==> config.mk <==
export PLATFORM = sky130hd
export DESIGN_NAME = bakery_menu_uc
export DESIGN_NICKNAME = d
export VERILOG_FILES = /design/src/rtl/bakery_pkg.sv /design/src/rtl/bakery_menu_uc_edge_detector.sv /design/src/rtl/bakery_menu_uc.sv
export SDC_FILE = /design/constraint.sdc
export NUM_CORES = 1
export LEC_CHECK = 0
export CAP_MARGIN = 25
export CORE_ASPECT_RATIO = 0.9
export CORE_MARGIN = 10
export CORE_UTILIZATION = 48
export DETAILED_ROUTE_END_ITERATION = 10
export PLACE_DENSITY = 0.8
export REMOVE_ABC_BUFFERS = 1
export SLEW_MARGIN = 20
export SYNTH_ARGS = -nofsm -noshare
export SYNTH_HDL_FRONTEND = slang
export SYNTH_HIERARCHICAL = 1
export SYNTH_SLANG_ARGS = --single-unit
==> constraint.sdc <==
create_clock -name clock -period 2.6 [get_ports clock]
set_input_delay 0.65 -clock clock [delete_from_list [all_inputs] [get_ports clock]]
set_output_delay 0.65 -clock clock [all_outputs]
set_load 0.05 [all_outputs]
==> src/rtl/bakery_pkg.sv <==
// Shared definitions for the bakery front-panel menu.
// The state encoding is also used by the menu display decoder.
package bakery_pkg;

   typedef enum logic [2:0] {
      ST_IDLE    = 3'd0,
      ST_SELECT  = 3'd1,
      ST_RELEASE = 3'd2,
      ST_START   = 3'd3,
      ST_RUN     = 3'd4,
      ST_DONE    = 3'd5
   } state_t;

   localparam int SCORE_W_DEFAULT = 3;
   localparam int BTN_W_DEFAULT   = 7;

endpackage

==> src/rtl/bakery_menu_uc_edge_detector.sv <==
// Rising-edge detector for level inputs that are already synchronised.
// Produces a one-cycle high output on each 0->1 transition.
module edge_detector #(
   parameter int W = 1
) (
   input  logic         clock,
   input  logic         reset,
   input  logic [W-1:0] d,
   output logic [W-1:0] rise
);

   logic [W-1:0] d_q;
   logic [W-1:0] d_d;

   always_comb begin
      d_d = d;
   end

   always_ff @(posedge clock or negedge reset) begin
      if (!reset) begin
         d_q <= '0;
      end else begin
         d_q <= d_d;
      end
   end

   assign rise = d & ~d_q;

endmodule

==> src/rtl/bakery_menu_uc.sv <==
// Front-panel scheduler: picks a game core, releases it from reset, pulses
// its start, routes the buttons to it and latches its final score.
module bakery_menu_uc
   import bakery_pkg::*;
#(
   parameter int N_GAMES   = 4,
   parameter int BTN_W     = BTN_W_DEFAULT,
   parameter int SCORE_W   = SCORE_W_DEFAULT,
   parameter int RUN_LIMIT = 50_000_000,
   localparam int SEL_W    = (N_GAMES > 1) ? $clog2(N_GAMES) : 1,
   localparam int CNT_W    = $clog2(RUN_LIMIT + 1)
) (
   input  logic                       clock,
   input  logic                       reset,
   input  logic                       jogar,
   input  logic [BTN_W-1:0]           botoes,
   input  logic [N_GAMES-1:0]         game_pronto,
   input  logic [N_GAMES*SCORE_W-1:0] game_pontuacao,
   output logic [N_GAMES-1:0]         game_reset,
   output logic [N_GAMES-1:0]         game_jogar,
   output logic [N_GAMES*BTN_W-1:0]   game_botoes,
   output logic [SEL_W-1:0]           selecao,
   output logic [2:0]                 estado,
   output logic [SCORE_W-1:0]         pontuacao,
   output logic                       pronto
);

   localparam logic [CNT_W-1:0] RUN_LIMIT_C = CNT_W'(RUN_LIMIT);

   state_t               state_q, state_d;
   logic [SEL_W-1:0]     selecao_q, selecao_d;
   logic [SCORE_W-1:0]   pontuacao_q, pontuacao_d;
   logic                 pronto_q, pronto_d;
   logic [CNT_W-1:0]     cnt_q, cnt_d;

   logic                 jogar_re;
   logic [N_GAMES-1:0]   btn_re;
   logic [SEL_W-1:0]     low_idx;
   logic                 sel_pronto;
   logic [SCORE_W-1:0]   sel_score;

   edge_detector #(.W(1)) u_jogar_edge (
      .clock (clock),
      .reset (reset),
      .d     (jogar),
      .rise  (jogar_re)
   );

   // Button bits at or above N_GAMES never select anything, so only the low slice is edge-detected.
   edge_detector #(.W(N_GAMES)) u_btn_edge (
      .clock (clock),
      .reset (reset),
      .d     (botoes[N_GAMES-1:0]),
      .rise  (btn_re)
   );

   always_comb begin
      low_idx    = '0;
      sel_pronto = 1'b0;
      sel_score  = '0;
      for (int k = N_GAMES - 1; k >= 0; k--) begin
         if (btn_re[k]) begin
            low_idx = SEL_W'(k);
         end
      end
      for (int k = 0; k < N_GAMES; k++) begin
         if (selecao_q == SEL_W'(k)) begin
            sel_pronto = game_pronto[k];
            sel_score  = game_pontuacao[k*SCORE_W +: SCORE_W];
         end
      end
   end

   always_ff @(posedge clock or negedge reset) begin
      if (!reset) begin
         state_q     <= ST_IDLE;
         selecao_q   <= '0;
         pontuacao_q <= '0;
         pronto_q    <= 1'b0;
         cnt_q       <= '0;
      end else begin
         state_q     <= state_d;
         selecao_q   <= selecao_d;
         pontuacao_q <= pontuacao_d;
         pronto_q    <= pronto_d;
         cnt_q       <= cnt_d;
      end
   end

   // In SELECT a confirm edge takes priority over a simultaneous button edge.
   always_comb begin
      state_d     = state_q;
      selecao_d   = selecao_q;
      pontuacao_d = pontuacao_q;
      cnt_d       = cnt_q;
      case (state_q)
         ST_IDLE: begin
            if (jogar_re) state_d = ST_SELECT;
         end
         ST_SELECT: begin
            if (jogar_re) begin
               state_d = ST_RELEASE;
            end else if (|btn_re) begin
               selecao_d = low_idx;
            end
         end
         ST_RELEASE: state_d = ST_START;
         ST_START: begin
            cnt_d   = '0;
            state_d = ST_RUN;
         end
         ST_RUN: begin
            if (cnt_q != RUN_LIMIT_C) cnt_d = cnt_q + CNT_W'(1);
            if (sel_pronto) begin
               pontuacao_d = sel_score;
               state_d     = ST_DONE;
            end else if (cnt_q == RUN_LIMIT_C) begin
               pontuacao_d = '0;
               state_d     = ST_DONE;
            end
         end
         ST_DONE: begin
            if (jogar_re) state_d = ST_SELECT;
         end
         default: state_d = ST_IDLE;
      endcase
      pronto_d = (state_d == ST_DONE);
   end

   // Reset and start decode only from registers so they cannot glitch on input changes.
   always_comb begin
      game_reset  = '1;
      game_jogar  = '0;
      game_botoes = '0;
      for (int k = 0; k < N_GAMES; k++) begin
         if (selecao_q == SEL_W'(k)) begin
            if (state_q == ST_RELEASE || state_q == ST_START ||
                state_q == ST_RUN || state_q == ST_DONE) begin
               game_reset[k] = 1'b0;
            end
            if (state_q == ST_START) game_jogar[k] = 1'b1;
            if (state_q == ST_RUN) game_botoes[k*BTN_W +: BTN_W] = botoes;
         end
      end
   end

   assign selecao   = selecao_q;
   assign estado    = state_q;
   assign pontuacao = pontuacao_q;
   assign pronto    = pronto_q;

endmodule

==> run_results.csv <==
group,metric,value,unit
status,status,"finished clean",
sta,maxClockFrequency,0.401,GHz
place,placed_area,3620,um2
pwr,worst_ir_drop_vdd,523,uV
sta,finalHoldViolCount,0,
grt,global_route.usage.met3,9.82,%
grt,globalRouteTotalUtil,18.9,%
grt,global_route.overflow_total,0,
grt,vias_in_the_first_global_route,2461,
pwr,p_per_area,714,nW/um2
route,final_antenna_net_count,0,
synth,number_of_enable_flip_flop_cells_after_synthesis,0,
synth,synth_area,2520,um2
run,max_cap_viol_count,0,
route,detailroute.via_count,2403,
sta,finalWorstSetupSlack,0.107,ns
route,postRouteWirelength,7410,um
finish,final_area,3740,um2
place,dp.final_hpwl,5740,um
synth,synth_ff_type,"sky130_fd_sc_hd__dfrtp_1",
clock_network,post_cts_setup_bufs,0,
route,drt_pre_antenna_iters,4,
floorplanning,io_pins,71,
finish,antennaDiodeCount,0,
setup_path,startpoint,"estado[1]",
place,dp_worst_setup_slack,0.225,ns
grt,grt_busiest_layer,"met2",
finish,drive_gt1_share,21.6,%
pwr,p_sw,1.17,mW
synth,synthesis.area_per_instance,9.42,um2
setup_path,r2r_end,"cnt_q[14]",
place,globalplace.congestion,0.784,
place,io_buffer_count,70,
clock_network,clk_transition_reported_paths,0.08,ns
finish,syn2layout_area_growth,48.3,%
finish,design.final.nets,366,
synth,ys_ff_latch,40,
clock_network,clock_path_buffers,2,
sta,rsz0062_at_grt,"no",
pwr,internal_power,1.50,mW
floorplanning,chipHeight,88.8,um
clock_network,cts_made_buffers,5,
setup_path,cell_depth_of_the_worst_flop_to_flop_path,4,
synth,synth_top_area_share,39.6,%
synth,async_flop_share,100,%
route,drcViolationCount,0,
clock_network,cts-htree-levels,2,
finish,register_cell_area_after_layout,1000,um2
setup_path,critPathMaxFanout,13,
setup_path,arrival,1.84,ns
floorplanning,die-width,96.5,um
setup_path,criticalPathCategory,"reg2out",
hold_path,hold_path.class,"in2async",
synth,yosysWarnings,6,
setup_path,timing.critical_path.required,1.95,ns
setup_path,timing.reg2reg.setup_slack,0.45,ns
floorplanning,start_util,51.0,%
setup_path,startpoint_of_the_most_critical_register_to_register_path,"estado[1]",
grt,grtUsageMet2,28.5,%
sta,final-setup-viol-count,0,
clock_network,clk_latency_worst_skew_pair,0.29,ns
pwr,power.share.switching,43.7,%
sta,actual_slew_at_the_worst_max_slew_pin,0.907,ns
synth,synthesized_netlist_cell_count,268,
synth,yosysSeqAreaShare,39.6,%
sta,fin_worst_skew,0.00565,ns
sta,min_period_over_period,95.9,%
setup_path,crit_path_start_kind,"flip-flop",
finish,filler_cell_count,350,
grt,grt_pass1_wl,12700,um
route,detailedRoute.firstIterationViolations,135,
pwr,share_clk_of_total_power,16.3,%
grt,antenna_found_initial,0,
synth,netlist_top_cells_area,"sky130_fd_sc_hd__dfrtp_1, sky130_fd_sc_hd__and2_1, sky130_fd_sc_hd__mux4_2",
clock_network,clock-root-buffer,"sky130_fd_sc_hd__clkbuf_8",
grt,grtUsageMet1,23.1,%
pwr,combinationalPowerShare,51.8,%
pwr,share_seq_of_total_power,32.0,%
floorplanning,die_area,8570,um2
pwr,p_leak,1.54,nW
sta,maxSlewHeadroom,39.6,%
setup_path,critical_path.endpoint_type,"output pin",
synth,synthDominantAreaCellType,"sky130_fd_sc_hd__dfrtp_1",
route,route.detailed.wl_per_inst,18.4,um
route,route.detailed.vias_per_inst,5.96,
sta,report.final.slew_viol_count,0,
floorplanning,placeableCoreArea,4950,um2
sta,timing.final.crit_period,2.49,ns
grt,grt_max_degree,41,
floorplanning,placementRows,24,
finish,multiInputGateArea,1460,um2
synth,post_synth_num_cell_types,41,
clock_network,clk_sink_count,40,
setup_path,worstSetupEndpoint,"game_jogar[0]",
clock_network,cts_tree,"built",
## repair_timing
action | in CTS | in global routing
gates cloned | 0 | 0
setup endpoints to repair | 22 | 21
pin swaps | 0 | 1
hold buffers | 0 | 0
resized for setup | 5 | 4
## how the worst min path moves through the flow
stage,to,depth (start not counted),startpoint,slack [ns]
6_report,cnt_q[17],1,reset,0.47
3_3_place_gp,cnt_q[25],1,cnt_q[25],0.45
2_1_floorplan,cnt_q[0],0,reset,0.35
5_1_grt,cnt_q[25],1,cnt_q[25],0.52
4_1_cts,cnt_q[25],1,cnt_q[25],0.47
3_5_place_dp,cnt_q[25],1,cnt_q[25],0.46
## layout by cell type, fill, tap and decap left out, types with 6 or more instances in the layout
master                             n
sky130_fd_sc_hd__and3_1           14
sky130_fd_sc_hd__buf_12           35
sky130_fd_sc_hd__and2_1           21
sky130_fd_sc_hd__clkbuf_8          6
sky130_fd_sc_hd__nand3_1          11
sky130_fd_sc_hd__nand2_1          19
sky130_fd_sc_hd__buf_4             9
sky130_fd_sc_hd__nand4_1          10
sky130_fd_sc_hd__a21oi_1          17
sky130_fd_sc_hd__nor2_1           12
sky130_fd_sc_hd__clkdlybuf4s50_1  32
sky130_fd_sc_hd__or4_1            10
sky130_fd_sc_hd__dfrtp_1          39
sky130_fd_sc_hd__o31ai_1          10
## Yosys cell counts, types with 3 or more instances
master	count
sky130_fd_sc_hd__xnor2_1	3
sky130_fd_sc_hd__and4_1	3
sky130_fd_sc_hd__xor2_1	4
sky130_fd_sc_hd__nand3_1	11
sky130_fd_sc_hd__a31o_2	3
sky130_fd_sc_hd__and3_1	14
sky130_fd_sc_hd__nor3_1	5
sky130_fd_sc_hd__nor2b_4	5
sky130_fd_sc_hd__clkbuf_1	12
sky130_fd_sc_hd__o211ai_1	3
sky130_fd_sc_hd__nand3b_1	3
sky130_fd_sc_hd__or3_1	4
sky130_fd_sc_hd__mux4_2	4
sky130_fd_sc_hd__nand4_1	10
sky130_fd_sc_hd__or2_2	3
sky130_fd_sc_hd__nand2b_1	5
sky130_fd_sc_hd__nor2_1	16
sky130_fd_sc_hd__and2_1	21
sky130_fd_sc_hd__o21ai_0	5
sky130_fd_sc_hd__nor4_1	5
sky130_fd_sc_hd__inv_1	4
sky130_fd_sc_hd__ha_1	3
sky130_fd_sc_hd__or4_1	10
sky130_fd_sc_hd__a21oi_1	17
sky130_fd_sc_hd__nand2_1	19
sky130_fd_sc_hd__dfrtp_1	40
sky130_fd_sc_hd__nor4b_1	3
sky130_fd_sc_hd__o31ai_1	10
sky130_fd_sc_hd__o21a_1	5
sky130_fd_sc_hd__mux2i_1	5
## power by group through the flow
stage,Combinational [mW],Sequential (mW),Clock [mW]
finish,1.38,0.853,0.435
CTS,1.38,0.849,0.439
global route,1.48,0.875,0.480
detailed placement,1.36,0.860,0
floorplan,0.559,1.08,0
global placement,1.34,0.855,0
## kinds of logic (layout without fill, tap and decap cells)
logic type / after synthesis / after routing / synth area share [%]
compound gates: 47 / 47 / 12.0
xor+xnor: 7 / 7 / 2.43
fa+ha+maj: 3 / 3 / 1.49
buf+inv: 19 / 89 / 3.57
flops: 40 / 40 / 39.6
mux: 9 / 9 / 5.55
simple gates: 143 / 143 / 35.3
## critical path, stage by stage, from the launching register on
cell	delay [ns]
sky130_fd_sc_hd__dfrtp_2	0.50
sky130_fd_sc_hd__nand2_1	0.12
sky130_fd_sc_hd__or2_2	0.41
sky130_fd_sc_hd__nor3_1	0.33
sky130_fd_sc_hd__buf_12	0.19
## layer usage
layer  vias to the layer above  share of wire, %
met5                         -                 0
met4                         0               1.1
met3                         8                12
met2                        85                45
met1                      1179                41
li1                       1131                 -
## layout make-up
| class | instances | share of cell area (%) |
|---|---|---|
| multi-input combinational | 209 | 39.0 |
| timing repair buffer | 77 | 29.2 |
| sequential | 40 | 26.8 |
| clock buffer | 8 | 2.41 |
| tap | 65 | 2.17 |
| inverter | 4 | 0.401 |
## stage by stage
stage | instances | hold slack, ns | utilization (%) | power, mW | setup TNS [ns]
CTS | 403 | 0.467 | 75.3 | 2.66 | 0
global placement | 395 | 0.453 | 73.2 | 2.19 | 0
detailed placement | 395 | 0.456 | 73.2 | 2.22 | 0
finish | 403 | 0.468 | 75.6 | 2.67 | 0
floorplan | 253 | 0.354 | - | 1.64 | -1.99
global route | 403 | 0.521 | 75.6 | 2.84 | 0
## registers in the layout (all words and copies together) (netlist names)
register          count
cnt_q                26
estado                3
pontuacao             3
pronto                1
selecao               2
u_btn_edge/d_q        4
u_jogar_edge/d_q      1
Power figures use the tool's default switching activity.
